==> src/rtl/work_loader_pkg.sv <==
// work_loader_pkg: shared state encoding, packet geometry and buffer offsets
// for the work loader and its inter-byte timer.
`timescale 1ns/1ps
package work_loader_pkg;

    // Loader FSM states.
    typedef enum logic [1:0] {
        IDLE   = 2'd0,
        RECV   = 2'd1,
        COMMIT = 2'd2,
        START  = 2'd3
    } wl_state_e;

    // Default packet size in bytes.
    localparam int WORK_BYTES_DEF = 64;

    // Assembly buffer geometry: byte k lives at bits [8k+7:8k].
    localparam int BUF_BYTES = 64;
    localparam int BUF_IDX_W = 6;
    localparam int BUF_W     = 8 * BUF_BYTES;

    // Fields committed to the hashing core. Bytes 32..51 are never used.
    localparam int MIDSTATE_LSB = 0;
    localparam int MIDSTATE_W   = 256;
    localparam int DATA2_LSB    = 416;
    localparam int DATA2_W      = 96;

    // Width of the inter-byte idle counter.
    localparam int TIMER_W = 24;

endpackage

==> src/rtl/work_loader_if.sv <==
// work_loader_if: byte stream in, committed work and status out.
// master = UART side / system, slave = the loader.
`timescale 1ns/1ps
interface work_loader_if;
    import work_loader_pkg::*;

    logic [7:0]            rx_data;
    logic                  rx_valid;
    logic                  miner_busy;
    logic [MIDSTATE_W-1:0] midstate;
    logic [DATA2_W-1:0]    data2;
    logic                  start_mining;
    logic                  loader_busy;
    logic                  work_dropped;

    modport master (
        output rx_data, rx_valid, miner_busy,
        input  midstate, data2, start_mining, loader_busy, work_dropped
    );

    modport slave (
        input  rx_data, rx_valid, miner_busy,
        output midstate, data2, start_mining, loader_busy, work_dropped
    );

endinterface

==> src/rtl/work_rx_timer.sv <==
// work_rx_timer: counts idle cycles while enabled; expired is high in the
// cycle where TIMEOUT_CYCLES idle cycles have elapsed since the last restart.
// Only instantiated when WORK_LOADER_TIMEOUT_EN is defined.
`timescale 1ns/1ps
module work_rx_timer
    import work_loader_pkg::*;
#(
    parameter logic [TIMER_W-1:0] TIMEOUT_CYCLES = 24'd10000000
) (
    input  logic clk,
    input  logic rst,
    input  logic restart,
    input  logic enable,
    output logic expired
);

    logic [TIMER_W-1:0] tcnt;

    // Expiry does not depend on restart so a byte in the expiry cycle still
    // sees the drop and starts a fresh packet.
    assign expired = enable && (tcnt == TIMEOUT_CYCLES - 1'b1);

    // Idle counter: cleared on restart, saturates at expiry.
    always_ff @(posedge clk or posedge rst) begin
        if (rst) begin
            tcnt <= '0;
        end else if (restart) begin
            tcnt <= '0;
        end else if (enable && !expired) begin
            tcnt <= tcnt + 1'b1;
        end
    end

endmodule

==> src/rtl/work_loader.sv <==
// work_loader: assembles WORK_BYTES UART bytes into a work packet, commits
// midstate/data2 atomically, then pulses start_mining for START_HOLD cycles.
// Bytes arriving during the start hold are kept as the head of the next packet.
// Optional inter-byte timeout: define WORK_LOADER_TIMEOUT_EN.
`timescale 1ns/1ps
module work_loader
    import work_loader_pkg::*;
#(
    parameter int                 WORK_BYTES     = WORK_BYTES_DEF,
    parameter int                 START_HOLD     = 4,
    parameter logic [TIMER_W-1:0] TIMEOUT_CYCLES = 24'd10000000
) (
    input  logic         clk,
    input  logic         rst,
    work_loader_if.slave bus
);

    localparam int                CNT_W     = $clog2(WORK_BYTES) + 1;
    localparam int                HOLD_W    = (START_HOLD > 1) ? $clog2(START_HOLD) : 1;
    localparam logic [CNT_W-1:0]  CNT_FULL  = CNT_W'(WORK_BYTES);
    localparam logic [HOLD_W-1:0] HOLD_LAST = HOLD_W'(START_HOLD - 1);

    wl_state_e                 state;
    logic [CNT_W-1:0]          cnt;
    logic [HOLD_W-1:0]         hold_cnt;
    logic [BUF_BYTES-1:0][7:0] asm_buf;
    logic [MIDSTATE_W-1:0]     midstate_q;
    logic [DATA2_W-1:0]        data2_q;
    logic                      start_q;
    logic                      busy_q;

    logic [BUF_IDX_W-1:0]      wr_idx;
    logic [CNT_W-1:0]          cnt_inc;
    logic [BUF_W-1:0]          buf_flat;
    logic                      take_start;
    logic [CNT_W-1:0]          cnt_start;

    // Write pointer, next count, and the count after a byte taken during START.
    always_comb begin
        wr_idx     = BUF_IDX_W'(cnt);
        cnt_inc    = cnt + 1'b1;
        buf_flat   = asm_buf;
        take_start = bus.rx_valid && (cnt != CNT_FULL);
        cnt_start  = take_start ? cnt_inc : cnt;
    end

`ifdef WORK_LOADER_TIMEOUT_EN
    logic tmr_expired;
    logic drop_q;

    work_rx_timer #(
        .TIMEOUT_CYCLES(TIMEOUT_CYCLES)
    ) u_timer (
        .clk     (clk),
        .rst     (rst),
        .restart (bus.rx_valid || (state != RECV)),
        .enable  (state == RECV),
        .expired (tmr_expired)
    );
`endif

    // Loader FSM: byte assembly, atomic commit and start_mining hold.
    always_ff @(posedge clk or posedge rst) begin
        if (rst) begin
            state      <= IDLE;
            cnt        <= '0;
            hold_cnt   <= '0;
            asm_buf    <= '0;
            midstate_q <= '0;
            data2_q    <= '0;
            start_q    <= 1'b0;
            busy_q     <= 1'b0;
`ifdef WORK_LOADER_TIMEOUT_EN
            drop_q     <= 1'b0;
`endif
        end else begin
`ifdef WORK_LOADER_TIMEOUT_EN
            drop_q <= 1'b0;
`endif
            case (state)
                IDLE: begin
                    if (bus.rx_valid) begin
                        asm_buf[wr_idx] <= bus.rx_data;
                        cnt             <= cnt_inc;
                        busy_q          <= (cnt_inc != CNT_FULL);
                        state           <= (cnt_inc == CNT_FULL) ? COMMIT : RECV;
                    end
                end

                RECV: begin
`ifdef WORK_LOADER_TIMEOUT_EN
                    if (tmr_expired) begin
                        drop_q <= 1'b1;
                        if (bus.rx_valid) begin
                            asm_buf[0] <= bus.rx_data;
                            cnt        <= CNT_W'(1);
                        end else begin
                            cnt    <= '0;
                            busy_q <= 1'b0;
                            state  <= IDLE;
                        end
                    end else
`endif
                    if (bus.rx_valid) begin
                        asm_buf[wr_idx] <= bus.rx_data;
                        cnt             <= cnt_inc;
                        if (cnt_inc == CNT_FULL) begin
                            busy_q <= 1'b0;
                            state  <= COMMIT;
                        end
                    end
                end

                COMMIT: begin
                    midstate_q <= buf_flat[MIDSTATE_LSB +: MIDSTATE_W];
                    data2_q    <= buf_flat[DATA2_LSB +: DATA2_W];
                    start_q    <= 1'b1;
                    hold_cnt   <= '0;
                    state      <= START;
                    // A byte here is already the head of the next packet.
                    if (bus.rx_valid) begin
                        asm_buf[0] <= bus.rx_data;
                        cnt        <= CNT_W'(1);
                        busy_q     <= 1'b1;
                    end else begin
                        cnt <= '0;
                    end
                end

                START: begin
                    if (take_start) begin
                        asm_buf[wr_idx] <= bus.rx_data;
                        cnt             <= cnt_inc;
                    end
                    busy_q <= (cnt_start != '0) && (cnt_start != CNT_FULL);
                    if (hold_cnt == HOLD_LAST) begin
                        start_q  <= 1'b0;
                        hold_cnt <= '0;
                        if (cnt_start == CNT_FULL)  state <= COMMIT;
                        else if (cnt_start != '0)   state <= RECV;
                        else                        state <= IDLE;
                    end else begin
                        hold_cnt <= hold_cnt + 1'b1;
                    end
                end

                default: state <= IDLE;
            endcase
        end
    end

    assign bus.midstate     = midstate_q;
    assign bus.data2        = data2_q;
    assign bus.start_mining = start_q;
    assign bus.loader_busy  = busy_q;
`ifdef WORK_LOADER_TIMEOUT_EN
    assign bus.work_dropped = drop_q;
`else
    assign bus.work_dropped = 1'b0;
`endif

endmodule

==> src/flat_wrapper.sv <==
// flat-port wrapper written by rule: the top's interface ports become plain ports
module work_loader_flat import work_loader_pkg::*;
#(
    parameter int                 WORK_BYTES     = WORK_BYTES_DEF,
    parameter int                 START_HOLD     = 4,
    parameter logic [TIMER_W-1:0] TIMEOUT_CYCLES = 24'd10000000
)
  (clk, rst, bus_rx_data, bus_rx_valid, bus_miner_busy, bus_midstate, bus_data2, bus_start_mining, bus_loader_busy, bus_work_dropped);
  work_loader_if bus_i ();
  input  logic clk;
  input  logic rst;
  input wire logic [$bits(bus_i.rx_data)-1:0] bus_rx_data;
  input wire logic [$bits(bus_i.rx_valid)-1:0] bus_rx_valid;
  input wire logic [$bits(bus_i.miner_busy)-1:0] bus_miner_busy;
  output wire logic [$bits(bus_i.midstate)-1:0] bus_midstate;
  output wire logic [$bits(bus_i.data2)-1:0] bus_data2;
  output wire logic [$bits(bus_i.start_mining)-1:0] bus_start_mining;
  output wire logic [$bits(bus_i.loader_busy)-1:0] bus_loader_busy;
  output wire logic [$bits(bus_i.work_dropped)-1:0] bus_work_dropped;
  assign bus_i.rx_data = bus_rx_data;
  assign bus_i.rx_valid = bus_rx_valid;
  assign bus_i.miner_busy = bus_miner_busy;
  assign bus_midstate = bus_i.midstate;
  assign bus_data2 = bus_i.data2;
  assign bus_start_mining = bus_i.start_mining;
  assign bus_loader_busy = bus_i.loader_busy;
  assign bus_work_dropped = bus_i.work_dropped;
  work_loader #(.WORK_BYTES(WORK_BYTES), .START_HOLD(START_HOLD), .TIMEOUT_CYCLES(TIMEOUT_CYCLES)) u_core (.clk(clk), .rst(rst), .bus(bus_i));
endmodule
==> config.mk <==
export PLATFORM = sky130hd
export DESIGN_NAME = work_loader_flat
export DESIGN_NICKNAME = d
export VERILOG_FILES = /design/src/rtl/work_loader_pkg.sv /design/src/rtl/work_loader_if.sv /design/src/rtl/work_rx_timer.sv /design/src/rtl/work_loader.sv /design/src/flat_wrapper.sv
export SDC_FILE = /design/constraint.sdc
export NUM_CORES = 1
export LEC_CHECK = 0
export CAP_MARGIN = 0
export CORE_MARGIN = 2
export CORE_UTILIZATION = 35
export DETAILED_ROUTE_END_ITERATION = 7
export PLACE_DENSITY = 0.55
export SETUP_SLACK_MARGIN = 0.1
export SLEW_MARGIN = 15
export SYNTH_ARGS = -nofsm -noshare
export SYNTH_HDL_FRONTEND = slang
export SYNTH_SLANG_ARGS = --single-unit
==> constraint.sdc <==
create_clock -name clk -period 60.5 [get_ports clk]
set_input_delay 18.15 -clock clk [delete_from_list [all_inputs] [get_ports clk]]
set_output_delay 18.15 -clock clk [all_outputs]
set_load 0.02 [all_outputs]
==> Word-level counts from Yosys, hierarchy flattened <==
Cells that the tools add are included.
{ "op_classes": {"addsub": 2, "n_lt_le_gt_ge": 2, "n_eq_ne": 16, "n_mux": 29, "n_reduce_logical": 13} }
{ "ops": {"columns": ["op", "count"], "rows": [
  ["512-bit 2-to-1 mux", 2],
  ["504-bit one-hot mux with 2 select lines", 1],
  ["512-bit bitwise mux", 1],
  ["8-bit demux with 6-bit select", 1],
  ["8-bit one-hot mux with 3 select lines", 1],
  ["7-bit inequality test, second input constant", 3],
  ["7-bit one-hot mux with 3 select lines", 1],
  ["8-bit 2-to-1 mux", 2],
  ["7-bit equality test, second input constant", 2],
  ["2-bit 2-to-1 mux", 7],
  ["7-bit 2-to-1 mux", 2],
  ["2-bit by 1-bit inequality test with 1-bit output, second input constant", 4],
  ["2-bit one-hot mux with 4 select lines", 1],
  ["4-bit AND reduction", 2],
  ["7-bit by 1-bit adder with 7-bit output, second input constant", 1],
  ["6-bit by 7-bit < comparator with 1-bit output, second input constant", 1],
  ["1-bit 2-to-1 mux", 7],
  ["7-bit nonzero test", 1],
  ["2-bit equality test, second input constant", 3],
  ["6-bit by 1-bit >= comparator with 1-bit output, second input constant", 1],
  ["2-bit inequality test, second input constant", 3],
  ["3-bit AND reduction", 2],
  ["1-bit one-hot mux with 4 select lines", 1],
  ["2-bit one-hot mux with 2 select lines", 1],
  ["8 further kinds", 11]
]} }
{ "word_totals": {"ff_bits": 877, "output_inout_bits": 355, "word_cells": 133} }

==> Longest topological paths before layout <==
Gate-level depths: netlist (run 1).
{ "depth": {"ltp_word": 8, "depth_mapped": 9, "ltp_nobuf": 7} }

==> Worst setup path before layout (run 1) <==
No wires, ideal clock.
{ "synth_timing": {"path_type": "input -> register", "startpoint": "in bus_rx_valid", "endpoint": "reg u_core.asm_buf[72] (netlist bit)", "setup_time_ns": 0.125, "t_arrival_ns": 19.628, "t_required_ns": 60.375, "setup_slack_ns": 40.747, "stages": 6, "path_buffers": 3, "path_cell_list": "clkbuf_1 -> clkbuf_1 -> o2111a_1 -> clkbuf_1 -> nand3_1 -> mux2_2"} }
{ "synth_between": {"elab_chain_len": 3} }
{ "synth_lines": {"columns": ["item", "line_no", "source"], "rows": [
  ["start, declared", "flat_wrapper.sv:13", "input wire logic [$bits(bus_i.rx_valid)-1:0] bus_rx_valid;"],
  ["1-bit logical AND", "work_loader.sv:43", "take_start = bus.rx_valid && (cnt != CNT_FULL);"],
  ["2-bit by 1-bit inequality test with 1-bit output (no line)", null, null],
  ["3-bit AND reduction (no line) (*)", null, null],
  ["end signal, assigned by index", "work_loader.sv:83", "asm_buf[wr_idx] <= bus.rx_data;"],
  ["end signal, assigned by index", "work_loader.sv:105", "asm_buf[wr_idx] <= bus.rx_data;"],
  ["end signal, assigned by index", "work_loader.sv:132", "asm_buf[wr_idx] <= bus.rx_data;"],
  ["end, declared", "work_loader.sv:26", "logic [BUF_BYTES-1:0][7:0] asm_buf;"]
]} }
Every way passes the cells marked *; elsewhere a longest branch is shown, timed or not.
A chain may end at the register's enable or synchronous reset.

==> results of run 1 <==
critical path: stages:
cell	delay, ns
clkdlybuf4s50_1	0.50
inv_8	0.45
buf_4	0.74
buf_4	0.85
buf_4	0.87
synth_stat cells, types with 4 or more instances:
cell      instances
nand2_1        1086
clkbuf_1        111
nand4_1           5
mux2_4            4
mux2_2          346
a21oi_1           7
buf_2            16
nand3_1          10
nor2_1           25
nor2_4            7
dfrtp_1         717
inv_1             7
nor3_1           10
xor2_1            4
per-layer routing:
layer / track usage, % / vias up
met5: 0 / -
met4: 5.54 / 0
met3: 3.55 / 117
met2: 31.3 / 390
met1: 24.9 / 9525
li1: - / 8399
per-stage QoR:
| stage | hold slack [ns] | cells | instance area (µm²) | util (%) |
|---|---|---|---|---|
| 6_report | 0.453 | 3847 | 34600 | 44.7 |
| 5_1_grt | 0.476 | 3847 | 34600 | 44.7 |
| 4_1_cts | 0.458 | 3847 | 34600 | 44.7 |
| 3_5_place_dp | 0.445 | 3708 | 31900 | 41.3 |
| 3_3_place_gp | 0.444 | 3708 | 31900 | 41.3 |
| 2_1_floorplan | 0.432 | 2410 | 27300 | - |
power by group:
group / internal [µW] / switching, µW
sequential: 582 / 61.6
combinational: 101 / 88.4
clock: 291 / 195
total: 973 / 345
flip-flops by register name, summed over array words and instances, names as in the netlist:
signal,count
u_core.asm_buf,352
u_core.cnt,7
u_core.bus.data2,96
u_core.bus.loader_busy,1
u_core.state,2
u_core.hold_cnt,2
u_core.bus.midstate,256
u_core.bus.start_mining,1
layout make-up:
class	count	area, µm²	share of cell area [%]
inverter	8	37.5	0.109
clock buffer	114	2310	6.68
clock inverter	25	310	0.898
multi-input combinational	1553	8840	25.6
sequential	717	17900	51.9
timing repair buffer	390	3810	11.0
tap	1040	1300	3.77
cell usage in the layout, fill, tap and decap left out, types with 3 or more instances in the layout:
cell	netlist	routed
clkdlybuf4s50_1	0	356
nand3_1	10	10
nand2_1	1086	1086
or3_1	3	3
inv_1	7	6
clkbuf_16	0	80
xor2_1	4	4
clkinv_2	0	10
clkbuf_1	111	16
inv_6	0	3
nand4_1	5	5
and2_1	3	3
nor3_1	10	10
or2_2	3	3
buf_4	1	25
clkinvlp_4	0	5
mux2_4	4	4
dfrtp_1	717	717
bufinv_16	0	6
nor2_1	25	24
mux2_2	346	346
ha_1	3	3
nor2_4	7	8
buf_2	16	8
clkbuf_8	0	18
a21oi_1	7	7
worst max-delay path by stage:
stage                     from                                   end  slack [ns]  cells after the start
after floorplan            rst         u_core.asm_buf[0]$_DFFE_PP0P_       22.24                      1
after global placement     rst  u_core.bus.midstate[104]$_DFFE_PP0P_       38.63                      5
after detailed placement   rst       u_core.asm_buf[113]$_DFFE_PP0P_       38.54                      5
after CTS                  rst       u_core.asm_buf[101]$_DFFE_PP0P_       39.20                      5
after global routing       rst       u_core.asm_buf[113]$_DFFE_PP0P_       38.76                      5
final                      rst       u_core.asm_buf[113]$_DFFE_PP0P_       39.32                      5
cell families (layout without fill, tap and decap cells):
kind of cell | count (synthesis) | after routing | share of synthesized area (%)
simple gates | 1158 | 1158 | 16.4
fa+ha+maj | 3 | 3 | 0.137
xor+xnor | 6 | 6 | 0.192
mux | 352 | 352 | 14.6
buf+inv | 140 | 537 | 2.04
compound gates | 33 | 33 | 0.994
other cells | 1 | 1 | 0.0137
flops | 717 | 717 | 65.7
==> impl_metrics.yaml, run 1 <==
worst_hold_path:
  hold_path.class: "flip-flop to flip-flop"
  worstHoldStart: "u_core.asm_buf[51]$_DFFE_PP0P_"
  hold_depth: 2
  worstHoldEndpoint: "u_core.bus.midstate[51]$_DFFE_PP0P_"
synthesis:
  syn_area_um2: 27300
  synth_cell_types: 50
  synth_edf_count: 0
  yosysSeqAreaShare_pct: 65.7
  synthesis.nets: 2425
  postSynthAreaPerCell_um2: 11.3
  synthCells: 2410
  synth.area.top_cells: "dfrtp_1 (66%), nand2_1 (15%), mux2_2 (14%)"
  ys.flop_type: "dfrtp_1"
  ys_warn_count: 0
  ys_async_sr_fraction_pct: 100
  synth-seq-cells: 717
  synth_top_area_share_pct: 65.7
  synth_top_cell_by_area: "dfrtp_1"
pwr:
  vdd_ir_drop_max_v: 0.0000181
  totalPowerFinal_uw: 1320
  power_density_nw_per_um2: 38.2
  p_leak_uw: 0.0174
worst_setup_path:
  timing.rr.start: "u_core.state[0]$_DFFE_PP0P_"
  critical_path_class: "input pin to async pin"
  startpoint_type: "input pin"
  cp.required_ns: 61.09
  endpoint_kind: "async pin"
  path_max_fanout: 88
  r2r_end: "u_core.asm_buf[460]$_DFFE_PP0P_"
  rrSetupSlack_ns: 57.04
  r2r_cells: 5
  crit_arrival_ns: 21.78
routing:
  ant_nets: 0
  wl_met1_mm: 33.3
  drtIter0Drc: 1352
  dr.pass1.iters: 5
  wl_met2_mm: 36.9
  wl_met3_mm: 3.57
  drt-total-wl_mm: 75.5
  vias: 18400
  top_layer: "met4"
  routed_via_density: 4.79
  drc: 0
  wl_per_cell_um: 19.6
floorplan:
  num_rows: 102
  start_util_pct: 35.3
  die_height_um: 283
  coreArea_um2: 77300
  fp.dieW_um: 283
  ios: 367
  die_area_um2: 80300
timing:
  period_needed_ns: 21.18
  hold_viol_final: 0
  tightest_slew_ns: 1.10
  setup_slack_ns: 39.32
  slew_violations: 0
  tns_ns: 0
  fmax_mhz: 47.2
  fin_crit_sh_pct: 35.0
  rsz0062_at_grt: "false"
  fin_worst_skew_ns: 0.0258
  maxSlewHeadroom_pct: 26.4
  setup_viol: 0
clocking:
  cts_made_buffers: 80
  cts_num_sinks: 717
  h-tree-depth: 3
  cts_tree: "built"
  cts_root_buffer: "clkbuf_16"
  path_clk_slew_ns: 0.06
  clk_path_buf_depth: 3
  insertion_delay_ns: 0.61
  cts_hold_buf: 0
  cts_setup_buffers: 0
  post_cts_resized: 0
grt:
  grt_antenna_before_repair: 1
  first_global_vias: 19500
  grt_pass1_wl_mm: 118
  grt.overflow.total: 0
  grt_max_degree: 200
  grtUsageTotal_pct: 18.8
final_layout:
  area_growth_pct: 26.5
  drive_gt1_share_pct: 18.8
  num-fill-cells: 7323
  layout.nets: 2765
  antennaDiodeCount: 0
run_status:
  status: "finished clean"
place:
  gp_congestion: 0.760
  port-buffer-count: 364
  dp_hpwl_mm: 45.7
  preCtsSetupSlack_ns: 38.54
flow_run:
  maxCapViolations: 0
No activity file was read; power rests on OpenSTA's default activity.
==> inputs of run 2 (changes only) <==
==> constraint.sdc (replaced) <==
create_clock -name clk -period 21.1 [get_ports clk]
set_input_delay 6.33 -clock clk [delete_from_list [all_inputs] [get_ports clk]]
set_output_delay 6.33 -clock clk [all_outputs]
set_load 0.02 [all_outputs]
==> run 2 against run 1 <==
Final cell count up 0.16%; utilization grew 0.055 points; first-iteration DRC count fell by 16%; die area unchanged; clock power grew to 2.9 times the previous value; global-route usage fell by 0.056 points; cell area up 0.12%; critical endpoint is now u_core.asm_buf[100]$_DFFE_PP0P_; combinational power rose to 2.9 times the previous value; non-clock buffer count rose by 2.
==> impl_metrics.yaml, run 2 (same netlist as run 1, synthesis figures left out) <==
timing:
  maxSlewHeadroom_pct: 11.3
  hold_viol_final: 0
  tns_ns: 0
  fin_worst_skew_ns: 0.0138
  fin_crit_sh_pct: 45.0
  period_needed_ns: 9.49
  slew_violations: 0
  setup_viol: 0
  fmax_mhz: 105
  tightest_slew_ns: 1.33
  rsz0062_at_grt: "false"
routing:
  routed_via_density: 4.73
  drc: 0
  dr.pass1.iters: 6
  wl_per_cell_um: 19.4
  ant_nets: 0
  vias: 18200
  drt-total-wl_mm: 74.8
  drtIter0Drc: 1132
place:
  dp.cells: 3709
  port-buffer-count: 364
  gp_congestion: 0.753
  dp_hpwl_mm: 45.6
floorplan:
  die_area_um2: 80300
  start_util_pct: 35.3
  num_rows: 102
  coreArea_um2: 77300
  die_height_um: 283
  fp.dieW_um: 283
  ios: 367
worst_setup_path:
  critical_path_class: "input pin to async pin"
  rrSetupSlack_ns: 17.67
  cp.required_ns: 21.69
  path_max_fanout: 73
  endpoint_kind: "async pin"
  startpoint_type: "input pin"
  crit_arrival_ns: 10.08
  r2r_cells: 5
final_layout:
  regMostFlops: "u_core.asm_buf"
  layout.nets: 2767
  largest_register_ffs: 352
  drive_gt1_share_pct: 19.0
  post-route-util_pct: 44.7
  mostFrequentLayoutCells: "nand2_1 (1086), dfrtp_1 (717), clkdlybuf4s50_1 (356)"
  area_growth_pct: 26.6
  finalNonFillerCells: 3853
  final_common_cell: "nand2_1"
grt:
  grt.overflow.total: 0
  grt_max_degree: 233
  grtUsageTotal_pct: 18.7
  grt_antenna_before_repair: 2
  first_global_vias: 19400
  grt_pass1_wl_mm: 117
clocking:
  cts_made_buffers: 80
  path_clk_slew_ns: 0.06
  cts_hold_buf: 0
  cts_root_buffer: "clkbuf_16"
  cts_setup_buffers: 0
  h-tree-depth: 3
  clk_path_buf_depth: 3
  cts_tree: "built"
  cts_num_sinks: 717
  post_cts_resized: 0
  insertion_delay_ns: 0.61
run_status:
  status: "finished clean"
pwr:
  power_density_nw_per_um2: 109
  vdd_ir_drop_max_v: 0.0000626
  p_leak_uw: 0.0174
flow_run:
  maxCapViolations: 0
worst_hold_path:
  hold_depth: 2
  hold_path.class: "flip-flop to flip-flop"
==> run 2: worst paths after layout <==
path,startpoint,to
worst min register to register,u_core.asm_buf[419]$_DFFE_PP0P_,u_core.bus.data2[3]$_DFFE_PP0P_
worst max register to register,u_core.state[0]$_DFFE_PP0P_,u_core.asm_buf[456]$_DFFE_PP0P_
max in group clk,bus_rx_valid,u_core.asm_buf[456]$_DFFE_PP0P_
min in group asynchronous,rst,u_core.bus.midstate[204]$_DFFE_PP0P_
worst max-delay path,rst,u_core.asm_buf[100]$_DFFE_PP0P_
worst min-delay path,u_core.asm_buf[419]$_DFFE_PP0P_,u_core.bus.data2[3]$_DFFE_PP0P_
==> run 2: through the flow <==
step / setup WS, ns / power (µW) / hold WS, ns / cell area (µm²)
after CTS: 11.48 / 3830 / 0.455 / 34600
after floorplan: 4.95 / 2220 / 0.432 / 27300
after detailed placement: 10.82 / 2420 / 0.447 / 31900
final: 11.61 / 3780 / 0.450 / 34600
after global placement: 10.93 / 2380 / 0.444 / 31900
after global routing: 11.06 / 3970 / 0.477 / 34600
==> run 2: metal layers <==
metal	GRT usage [%]	part of all wire (%)	vias to the layer above	wire length, µm
met5	0	0.017	-	13
met3	3.89	5.1	113	3810
li1	-	-	8379	-
met1	24.3	44	9365	32600
met2	31.4	49	381	36700
met4	5.81	2.3	2	1720
==> run 2: cell type report <==
class	instances	area [µm²]
Antenna cell	1	2.50
Timing Repair Buffer	392	3850
Sequential cell	717	17900
Inverter	8	33.8
Multi-Input combinational cell	1553	8840
Tap cell	1040	1300
Fill cell	7214	42700
Clock inverter	27	279
Clock buffer	115	2340
==> run 2: where the power goes <==
| group | total [µW] | switching (µW) | internal [µW] | leakage [µW] |
|---|---|---|---|---|
| Sequential | 1850 | 178 | 1670 | 0.00972 |
| Clock | 1390 | 565 | 822 | 0.00130 |
| Combinational | 545 | 255 | 291 | 0.00643 |
| Total | 3780 | 997 | 2780 | 0.0174 |
==> run 2: worst max-delay path, stage by stage <==
cell             delay (ns)
clkdlybuf4s50_1        0.44
clkinvlp_4             0.08
buf_4                  0.70
buf_4                  0.64
buf_4                  0.83
buf_4                  0.85
==> inputs of run 3 (changes only) <==
--- a/config.mk
+++ b/config.mk
@@ -9,7 +9,7 @@
 export CORE_MARGIN = 2
 export CORE_UTILIZATION = 35
 export DETAILED_ROUTE_END_ITERATION = 7
-export PLACE_DENSITY = 0.55
+export PLACE_DENSITY = 0.57
 export SETUP_SLACK_MARGIN = 0.1
 export SLEW_MARGIN = 15
 export SYNTH_ARGS = -nofsm -noshare
==> constraint.sdc (replaced) <==
create_clock -name clk -period 8.2 [get_ports clk]
set_input_delay 2.46 -clock clk [delete_from_list [all_inputs] [get_ports clk]]
set_output_delay 2.46 -clock clk [all_outputs]
set_load 0.02 [all_outputs]
==> run 3 against run 2 <==
Utilization is 0.30 points higher; clock skew rose by 0.0044 ns; cell area increased by 0.68%; first-iteration DRC count down 5.7%; flip-flop and latch count unchanged; worst hold slack better by 0.0052 ns; via count is 0.41% higher; die area is the same; critical endpoint is now u_core.asm_buf[457]$_DFFE_PP0P_.
==> impl_metrics.yaml, run 3 (same netlist as run 1, synthesis figures left out) <==
final_layout:
  post-route-util_pct: 45.0
  largest_register_ffs: 352
  area_growth_pct: 27.5
  regMostFlops: "u_core.asm_buf"
  final_common_cell: "nand2_1"
  drive_gt1_share_pct: 19.2
  finalNonFillerCells: 3857
  layout.nets: 2767
  mostFrequentLayoutCells: "nand2_1 (1086), dfrtp_1 (717), clkdlybuf4s50_1 (356)"
timing:
  hold_viol_final: 0
  fin_worst_skew_ns: 0.0181
  hold_ws_ns: 0.455
  tightest_slew_ns: 1.07
  setup_slack_ns: 3.49
  fin_crit_sh_pct: 57.5
  maxSlewHeadroom_pct: 28.0
  period_needed_ns: 4.71
  setup_viol: 0
  fmax_mhz: 212
  rsz0062_at_grt: "false"
  slew_violations: 0
floorplan:
  fp.dieW_um: 283
  start_util_pct: 35.3
  coreArea_um2: 77300
  ios: 367
  die_height_um: 283
  die_area_um2: 80300
  num_rows: 102
pwr:
  p_leak_uw: 0.0175
  vdd_ir_drop_max_v: 0.000154
  power_density_nw_per_um2: 284
  totalPowerFinal_uw: 9880
clocking:
  cts_setup_buffers: 0
  path_clk_slew_ns: 0.06
  cts_root_buffer: "clkbuf_16"
  h-tree-depth: 3
  cts_hold_buf: 0
  clk_path_buf_depth: 3
  cts_num_sinks: 717
  insertion_delay_ns: 0.62
  cts_made_buffers: 79
  post_cts_resized: 0
  cts_tree: "built"
routing:
  routed_via_density: 4.75
  wl_met2_mm: 36.1
  wl_met3_mm: 3.77
  wl_per_cell_um: 19.3
  drtIter0Drc: 1067
  dr.pass1.iters: 5
  drc: 0
  ant_nets: 0
  drt-total-wl_mm: 74.4
  wl_met1_mm: 32.1
  vias: 18300
  top_layer: "met4"
run_status:
  status: "finished clean"
worst_setup_path:
  path_max_fanout: 16
  crit_path_max_incr_delay_ns: 0.83
  cp.required_ns: 8.69
  timing.rr.start: "u_core.cnt[0]$_DFFE_PP0N_"
  crit_arrival_ns: 5.20
  critical_path_class: "input pin to flip-flop"
  slowest_stage: "clkdlybuf4s50_1"
  endpoint_kind: "flip-flop"
  startpoint_type: "input pin"
  crit_start: "bus_rx_valid"
  crit_chain: "clkdlybuf4s50_1 -> nand4_1 -> nor2_1 -> nand3_1 -> mux2_2"
worst_hold_path:
  worstHoldStart: "u_core.asm_buf[9]$_DFFE_PP0P_"
  hold_path.class: "flip-flop to flip-flop"
place:
  dp.cells: 3710
  preCtsSetupSlack_ns: 2.86
  port-buffer-count: 364
  dp_hpwl_mm: 45.3
  gp_congestion: 0.765
grt:
  first_global_vias: 19400
  grt_pass1_wl_mm: 116
  grtUsageTotal_pct: 18.5
  grt_max_degree: 241
  grt.overflow.total: 0
  grt_antenna_before_repair: 0
flow_run:
  maxCapViolations: 0
## run 3: cell count changes in the layout (fill, tap and decap cells not counted), moves of 2 or more
cell	previous run	this run
buf_12	3	7
clkinvlp_4	2	4
inv_6	2	0
buf_4	25	21
bufinv_16	4	7
clkbuf_1	15	13
## run 3: cell type report
| cell class | count | area (µm²) |
|---|---|---|
| Antenna cell | 1 | 2.50 |
| Clock buffer | 114 | 2360 |
| Timing Repair Buffer | 393 | 3930 |
| Clock inverter | 31 | 408 |
| Sequential cell | 717 | 17900 |
| Inverter | 8 | 33.8 |
| Multi-Input combinational cell | 1553 | 8850 |
| Tap cell | 1040 | 1300 |
| Fill cell | 7223 | 42500 |
## run 3: worst paths after layout
kind                                                   endpoint  slack [ns]  cells past startpoint
hold / removal               u_core.bus.midstate[9]$_DFFE_PP0P_        0.46                      2
min in group asynchronous  u_core.bus.midstate[205]$_DFFE_PP0P_        2.38                      2
setup reg to reg                 u_core.asm_buf[31]$_DFFE_PP0P_        4.81                      7
setup / recovery                u_core.asm_buf[457]$_DFFE_PP0P_        3.49                      5
max in group asynchronous       u_core.asm_buf[115]$_DFFE_PP0P_        4.38                      3
hold reg to reg              u_core.bus.midstate[9]$_DFFE_PP0P_        0.46                      2
## run 3: layer usage
metal	global-route usage, %	vias to the layer above
li1	-	8407
met1	24.0	9375
met2	30.5	409
met3	4.04	124
met4	7.00	0
met5	0	-
## run 3: critical path: cells and delay by family
kind	cells	cell delay, ns
mux	1	0.45
simple gates	3	1.46
buf+inv	1	0.83
## run 3: power breakdown
group / switching [µW] / internal, µW
combinational: 657 / 750
clock: 1480 / 2240
sequential: 465 / 4290
total: 2600 / 7280
## run 3: per-stage QoR
stage / TNS [ns] / area (µm²)
after floorplan: -2925.19 / 27300
after global placement: 0 / 32000
after detailed placement: 0 / 32000
after CTS: 0 / 34800
after global routing: 0 / 34800
final: 0 / 34800
